### src/rtl/cdb_arbiter_pkg.sv
// Shared types for the CDB path: reservation-station entry and broadcast result,
// plus the round-robin pointer helper used by the arbiter.
`ifndef PHYSICAL_REG_NUM_WIDTH
`define PHYSICAL_REG_NUM_WIDTH 6
`endif
`ifndef REG_VAL_WIDTH
`define REG_VAL_WIDTH 32
`endif

package cdb_arbiter_pkg;

  typedef struct packed {
    logic                               valid;
    logic [3:0]                         op;
    logic [`PHYSICAL_REG_NUM_WIDTH-1:0] dst_reg_addr;
    logic [`PHYSICAL_REG_NUM_WIDTH-1:0] src1_tag;
    logic                               src1_ready;
    logic [`REG_VAL_WIDTH-1:0]          src1_val;
    logic [`PHYSICAL_REG_NUM_WIDTH-1:0] src2_tag;
    logic                               src2_ready;
    logic [`REG_VAL_WIDTH-1:0]          src2_val;
  } reservation_station_t;

  typedef struct packed {
    logic [`PHYSICAL_REG_NUM_WIDTH-1:0] dst_reg_addr;
    logic [`REG_VAL_WIDTH-1:0]          register_val;
  } cdb_result_t;

  // Next search start after granting port k out of n ports.
  function automatic int unsigned rr_next(input int unsigned k, input int unsigned n);
    return (k + 1 >= n) ? 0 : k + 1;
  endfunction

endpackage

### src/rtl/cdb_arbiter_result_fifo.sv
// Per-FU result buffer: power-of-two circular FIFO with occupancy count.
// Push is ignored when full and pop when empty, so callers may assert them freely.
module result_fifo
  import cdb_arbiter_pkg::*;
#(
  parameter int DEPTH = 2
) (
  input  logic                     clk,
  input  logic                     reset,
  input  logic                     push,
  input  logic                     pop,
  input  cdb_result_t              din,
  output cdb_result_t              dout,
  output logic                     full,
  output logic                     empty,
  output logic [$clog2(DEPTH):0]   count
);
  localparam int AW = $clog2(DEPTH);
  localparam int CW = AW + 1;

  cdb_result_t     r_mem [DEPTH];
  logic [AW-1:0]   r_wr_ptr;
  logic [AW-1:0]   r_rd_ptr;
  logic [CW-1:0]   r_count;
  logic            w_push;
  logic            w_pop;

  assign full   = (r_count == CW'(DEPTH));
  assign empty  = (r_count == '0);
  assign count  = r_count;
  assign dout   = r_mem[r_rd_ptr];
  assign w_push = push && !full;
  assign w_pop  = pop && !empty;

  // Pointers wrap naturally because DEPTH is a power of two.
  always_ff @(posedge clk or negedge reset) begin
    if (!reset) begin
      r_wr_ptr <= '0;
      r_rd_ptr <= '0;
      r_count  <= '0;
    end else begin
      if (w_push) r_wr_ptr <= r_wr_ptr + 1'b1;
      if (w_pop)  r_rd_ptr <= r_rd_ptr + 1'b1;
      case ({w_push, w_pop})
        2'b10:   r_count <= r_count + 1'b1;
        2'b01:   r_count <= r_count - 1'b1;
        default: r_count <= r_count;
      endcase
    end
  end

  always_ff @(posedge clk) begin
    if (w_push) r_mem[r_wr_ptr] <= din;
  end

endmodule

### src/rtl/cdb_arbiter.sv
// Common data bus arbiter: buffers each FU's results and broadcasts one per cycle
// through a registered CDB output, choosing among FUs round-robin.
module cdb_arbiter
  import cdb_arbiter_pkg::*;
#(
  parameter int FU_NUM       = 4,
  parameter int BUF_DEPTH    = 2,
  parameter int FU_IDX_WIDTH = (FU_NUM <= 1) ? 1 : $clog2(FU_NUM)
) (
  input  logic                                           clk,
  input  logic                                           reset,
  input  logic [FU_NUM-1:0]                              fu_valid,
  output logic [FU_NUM-1:0]                              fu_ready,
  input  logic [FU_NUM-1:0][`PHYSICAL_REG_NUM_WIDTH-1:0] fu_dst_reg_addr,
  input  logic [FU_NUM-1:0][`REG_VAL_WIDTH-1:0]          fu_result_val,
  output logic                                           cdb_valid,
  output logic [`PHYSICAL_REG_NUM_WIDTH-1:0]             cdb_register_addr,
  output logic [`REG_VAL_WIDTH-1:0]                      cdb_register_val,
  input  logic                                           cdb_ready,
  output logic [FU_IDX_WIDTH-1:0]                        cdb_grant_idx
);
  localparam int CW = $clog2(BUF_DEPTH) + 1;

  cdb_result_t               w_head  [FU_NUM];
  logic [CW-1:0]             w_count [FU_NUM];
  logic [FU_NUM-1:0]         w_empty;
  logic [FU_NUM-1:0]         w_full;
  logic [FU_NUM-1:0]         w_push;
  logic [FU_NUM-1:0]         w_pop;
  logic                      w_load;
  logic                      w_found;
  logic [FU_IDX_WIDTH-1:0]   w_grant;

  logic                      r_cdb_valid;
  cdb_result_t               r_cdb_data;
  logic [FU_IDX_WIDTH-1:0]   r_grant_idx;
  logic [FU_IDX_WIDTH-1:0]   r_rr_ptr;

  for (genvar i = 0; i < FU_NUM; i++) begin : g_fu
    cdb_result_t w_din;
    assign w_din.dst_reg_addr = fu_dst_reg_addr[i];
    assign w_din.register_val = fu_result_val[i];
    // Ready comes from registered occupancy only, so a same-cycle pop never frees a slot.
    assign fu_ready[i] = (w_count[i] < CW'(BUF_DEPTH));
    assign w_push[i]   = fu_valid[i] && fu_ready[i];

    result_fifo #(.DEPTH(BUF_DEPTH)) u_fifo (
      .clk   (clk),
      .reset (reset),
      .push  (w_push[i]),
      .pop   (w_pop[i]),
      .din   (w_din),
      .dout  (w_head[i]),
      .full  (w_full[i]),
      .empty (w_empty[i]),
      .count (w_count[i])
    );
  end

  assign w_load = !r_cdb_valid || cdb_ready;

  always_comb begin
    int                      j;
    logic [FU_IDX_WIDTH-1:0] w_j;
    w_found = 1'b0;
    w_grant = '0;
    j       = 0;
    w_j     = '0;
    for (int k = 0; k < FU_NUM; k++) begin
      j = int'(r_rr_ptr) + k;
      if (j >= FU_NUM) j = j - FU_NUM;
      w_j = FU_IDX_WIDTH'(j);
      if (!w_found && !w_empty[w_j]) begin
        w_found = 1'b1;
        w_grant = w_j;
      end
    end
  end

  always_comb begin
    w_pop = '0;
    if (w_load && w_found) w_pop[w_grant] = 1'b1;
  end

  always_ff @(posedge clk or negedge reset) begin
    if (!reset) begin
      r_cdb_valid <= 1'b0;
      r_cdb_data  <= '0;
      r_grant_idx <= '0;
      r_rr_ptr    <= '0;
    end else if (w_load) begin
      if (w_found) begin
        r_cdb_valid <= 1'b1;
        r_cdb_data  <= w_head[w_grant];
        r_grant_idx <= w_grant;
        r_rr_ptr    <= FU_IDX_WIDTH'(rr_next(int'(w_grant), FU_NUM));
      end else begin
        r_cdb_valid <= 1'b0;
      end
    end
  end

  assign cdb_valid         = r_cdb_valid;
  assign cdb_register_addr = r_cdb_data.dst_reg_addr;
  assign cdb_register_val  = r_cdb_data.register_val;
  assign cdb_grant_idx     = r_grant_idx;

endmodule

### config.mk
export PLATFORM = sky130hd
export DESIGN_NAME = cdb_arbiter
export DESIGN_NICKNAME = d
export VERILOG_FILES = /design/src/rtl/cdb_arbiter_pkg.sv /design/src/rtl/cdb_arbiter_result_fifo.sv /design/src/rtl/cdb_arbiter.sv
export SDC_FILE = /design/constraint.sdc
export NUM_CORES = 1
export LEC_CHECK = 0
export ABC_AREA = 1
export BUFFER_PORTS_ARGS = -buffer_cell sky130_fd_sc_hd__buf_2
export CORE_MARGIN = 2
export CORE_UTILIZATION = 52
export CTS_CLUSTER_SIZE = 24
export DETAILED_ROUTE_END_ITERATION = 10
export PLACE_DENSITY_LB_ADDON = 0.12
export SLEW_MARGIN = 30
export SYNTH_ARGS = -nofsm -noshare
export SYNTH_HDL_FRONTEND = slang
export SYNTH_HIERARCHICAL = 1
export SYNTH_SLANG_ARGS = --single-unit
### constraint.sdc
create_clock -name clk -period 2.67 [get_ports clk]
set_input_delay 0.1335 -clock clk [delete_from_list [all_inputs] [get_ports clk]]
set_output_delay 0.1335 -clock clk [all_outputs]
set_load 0.01 [all_outputs]
==> out/summary.txt <==
total wire length after detailed routing - 39.12 mm
die width - 175.1 um
power density over the cells - 1195 mW/mm^2
I/O Pins - 204
wire length the detailed router placed on met1 - 15.77 mm
area taken by multi-input logic gates - 0.004049 sq mm
Worst Reg2Reg Path Length in Cells - 21
FF+latch area - 0.01061 sq mm
filler cell count in the final layout - 2164
initial standard-cell utilization of the core - 52.90%
Hold Crit Depth - 5
met3 wire len - 2.280 mm
Avg WL per Cell - 17.48 um
status - finished clean
post-route minimum period - 2483 ps
buffer cell driving the clock tree root - sky130_fd_sc_hd__clkbuf_16
required time of the worst setup path - 3080 ps
total gr overflow - 0
Final Core Density - 67.76%
vias - 11470
Cell Area, Synth - 0.01522 sq mm
family with the most delay on the worst path - simple AND/OR/NAND/NOR gates
number of unique standard cell types used by synthesis - 21
most frequent cells after synthesis - sky130_fd_sc_hd__nand2_1, sky130_fd_sc_hd__edfxtp_1, sky130_fd_sc_hd__nand3_1
Arrival @ worst endpoint - 2900 ps
Post-Syn Instances - 1450
number of global-route vias before repair - 11210
part of the power in the clock network - 21.4%
critical path's slowest cell - sky130_fd_sc_hd__dfrtp_1
CP max stage delay - 410 ps
most repeated library cell on the critical path - sky130_fd_sc_hd__nand2_1
core footprint - 0.02878 sq mm
portion of total power attributed to sequential cells - 35.6%
leakage power figure - 8.601 nW
clk sinks - 363
buffering stage count on the worst path with inverters included - 6
CTS tree - yes
number of buffer cells added on primary ports - 203
die footprint - 0.03066 sq mm
Post-Route Hold Slack - 9.751 ps
area share of the largest cell type after synthesis - 59.97%
launching instance or port of the critical path - g_fu[3].u_fifo/count[1]
pin count of the biggest net entering global routing - 77
final-report setup violation count - 0
logic gate share of total power - 42.9%
fraction of layout cells with a size suffix above 1 - 18.24%
drc violations - 0
dpl hpwl - 23.90 mm
number of levels in the clock H-tree - 2
normalized max-slew margin - 48.23%
via density per instance - 5.125
non-filler instance count after layout - 2238
most instantiated flip-flop cell in the synthesis netlist - sky130_fd_sc_hd__edfxtp_1
worst min-delay path startpoint - fu_valid[1]
final slew viol count - 0
worst setup path class - reg2reg
switching part of the total power - 41.01%
total routing usage reported by global routing - 25.41%
Max clock buf depth - 3
count of state elements after synthesis - 363
number of cells after detailed placement - 2002
number of nets still failing antenna checks after routing - 0
library cell with the largest summed area after synthesis - sky130_fd_sc_hd__edfxtp_1
Layout Nets - 1988
chip height - 175.1 um
initial antenna violation count - 1
number of design-rule violations left by the first detailed-router iteration - 834
post-synthesis async set-or-reset flop share - 16.25%
slew of the pin with the lowest slew margin - 776.5 ps
crit start category - flip-flop
count leader, synth - sky130_fd_sc_hd__nand2_1
CP max FO - 5
clock latency on the worst-skew pair - 530 ps
Post-synth EDFFs - 304
max_cap viols - 0
count of endpoints failing hold in the final timing report - 0
number of core rows - 62
synthesized net count - 1614
cells taking the most area after synthesis - sky130_fd_sc_hd__edfxtp_1, sky130_fd_sc_hd__nand2_1, sky130_fd_sc_hd__dfrtp_1
beginning of the worst register-to-register path - g_fu[3].u_fifo/count[1]
layout-stage area growth over the synthesis result - 28.09%
peak supply drop - 0.0007723 V
wire length of the first global-routing pass - 59.54 mm
Pre-Repair DR Iteration Count - 5
post-synthesis average cell area - 10.50 sq um
P_int - 13.74 mW
proportion of synthesized chip area in sequential cells - 69.66%
CP endpoint kind - flip-flop
worst-case clock skew - 20.88 ps
Stages on worst setup path - 21
worst hold path type - in2reg
cells along the critical path - inv_2 -> nand2_2 -> inv_2 -> inv_1 -> nand2_1 -> nand2_1 -> nand2_1 -> nand2_2 -> nand4_1 -> nand2_2 -> nand2_4 -> ha_1 -> inv_1 -> nor2_2 -> nand2_1 -> inv_1 -> ha_1 -> inv_1 -> nand3_1 -> nand2_1 -> nand2_1
uppermost signal routing layer after detailed routing - met4
reported net switching power - 9.553 mW
weighted congestion reported at the end of routability-driven placement - 0.8387
Max Freq - 402.8 MHz
portion of the clock cycle consumed by the worst path in the final layout - 92.99%
clock buffers created by TritonCTS - 40
clock slew at the register clock pins of the worst setup and hold paths - 60 ps
Met2 Wirelength - 19.72 mm
synth warn - 6
==> cells in the final DEF (no fill, tap or decap), types with 2 or more instances in the layout <==
master                          Yosys  final
sky130_fd_sc_hd__edfxtp_1         304    304
sky130_fd_sc_hd__clkinv_2           0      8
sky130_fd_sc_hd__dlygate4sd3_1      0    158
sky130_fd_sc_hd__o21ai_0            6      6
sky130_fd_sc_hd__inv_1             52     45
sky130_fd_sc_hd__nand3_1          208    206
sky130_fd_sc_hd__nor2_1            20     12
sky130_fd_sc_hd__nor2_2             0      3
sky130_fd_sc_hd__buf_12             0      2
sky130_fd_sc_hd__nor2_4             0      5
sky130_fd_sc_hd__nand2_1          693    689
sky130_fd_sc_hd__clkbuf_16          0     40
sky130_fd_sc_hd__buf_2             42    203
sky130_fd_sc_hd__a21oi_1            2      2
sky130_fd_sc_hd__dfrtp_1           59     59
sky130_fd_sc_hd__nand3_2            1      3
sky130_fd_sc_hd__clkinv_1           0     12
sky130_fd_sc_hd__ha_1               5      5
sky130_fd_sc_hd__buf_4             19     41
sky130_fd_sc_hd__clkbuf_1           4      7
sky130_fd_sc_hd__xnor2_1            4      4
sky130_fd_sc_hd__nand2_2            7     10
sky130_fd_sc_hd__inv_2              8     15
sky130_fd_sc_hd__nand4_1            6      6
==> sequential cells by signal, summed over array words and instances, names as in the netlist <==
name	cells
r_rr_ptr	2
cdb_valid	1
g_fu.u_fifo/r_mem	304
g_fu.u_fifo/r_rd_ptr	4
cdb_register_val	32
cdb_register_addr	6
g_fu.u_fifo/count	8
cdb_grant_idx	2
g_fu.u_fifo/r_wr_ptr	4
==> final cells by class <==
type,count,area share [%]
multi-input combinational,954,20.76
antenna,1,0.01283
clock inverter,23,0.7186
inverter,60,1.155
tap,384,2.464
clock buffer,48,5.338
timing repair buffer,405,15.16
sequential,363,54.39
==> power groups by stage <==
stage,clock [mW],sequential [mW],combinational (mW)
floorplan,0,8.42,6.45
global route,5.33,8.40,11.2
detailed placement,0,8.37,9.74
finish,4.99,8.30,10.0
global placement,0,8.35,9.62
CTS,5.06,8.27,9.96
==> final timing paths <==
kind,endpoint,slack [ps]
max,g_fu[2].u_fifo/count[1],190
min,g_fu[1].u_fifo/r_wr_ptr,10
max reg2reg,g_fu[2].u_fifo/count[1],190
min reg2reg,cdb_register_val[30],480
max in group asynchronous,g_fu[0].u_fifo/r_wr_ptr,1890
min in group asynchronous,cdb_register_val[26],180
==> metal layers <==
metal  vias to the layer above  global-route usage (%)
met4                         0                   9.896
met1                      5434                   31.87
met5                         -                       0
met2                       376                   44.21
li1                       5576                       -
met3                        83                   4.199
==> kinds of logic after synthesis <==
kind of cell             after synthesis  share of synthesized area, %
AND/OR/NAND/NOR                      936                         25.08
flip-flops                           363                         69.66
buffers and inverters                133                         4.290
AO/OA/AOI/OAI                          9                        0.3206
adder cells (fa/ha/maj)                5                        0.4109
XOR/XNOR                               4                        0.2301
==> repair_timing <==
item,CTS,global route
setup endpoints to repair,0,42
setup buffers,0,6
hold buffers,158,0
resized for setup,0,20
hold endpoints to repair,367,0
==> tightest hold or removal path, stage by stage <==
cell and delay [ps]:
sky130_fd_sc_hd__buf_2 90, sky130_fd_sc_hd__inv_1 60, sky130_fd_sc_hd__nor2_1 60, sky130_fd_sc_hd__nand3_1 90, sky130_fd_sc_hd__nand2_1 50
==> through the flow <==
step	setup TNS [ps]	total power [mW]	instance area, sq um	setup slack [ps]
6_report	0	23.29	19500	187.2
3_3_place_gp	0	17.97	16640	155.7
4_1_cts	0	23.29	19400	32.50
2_1_floorplan	0	14.87	15230	190.3
3_5_place_dp	0	18.11	16640	62.69
5_1_grt	-5.641	24.90	19500	-5.641
Note: power is estimated with default switching activity, not from simulation.
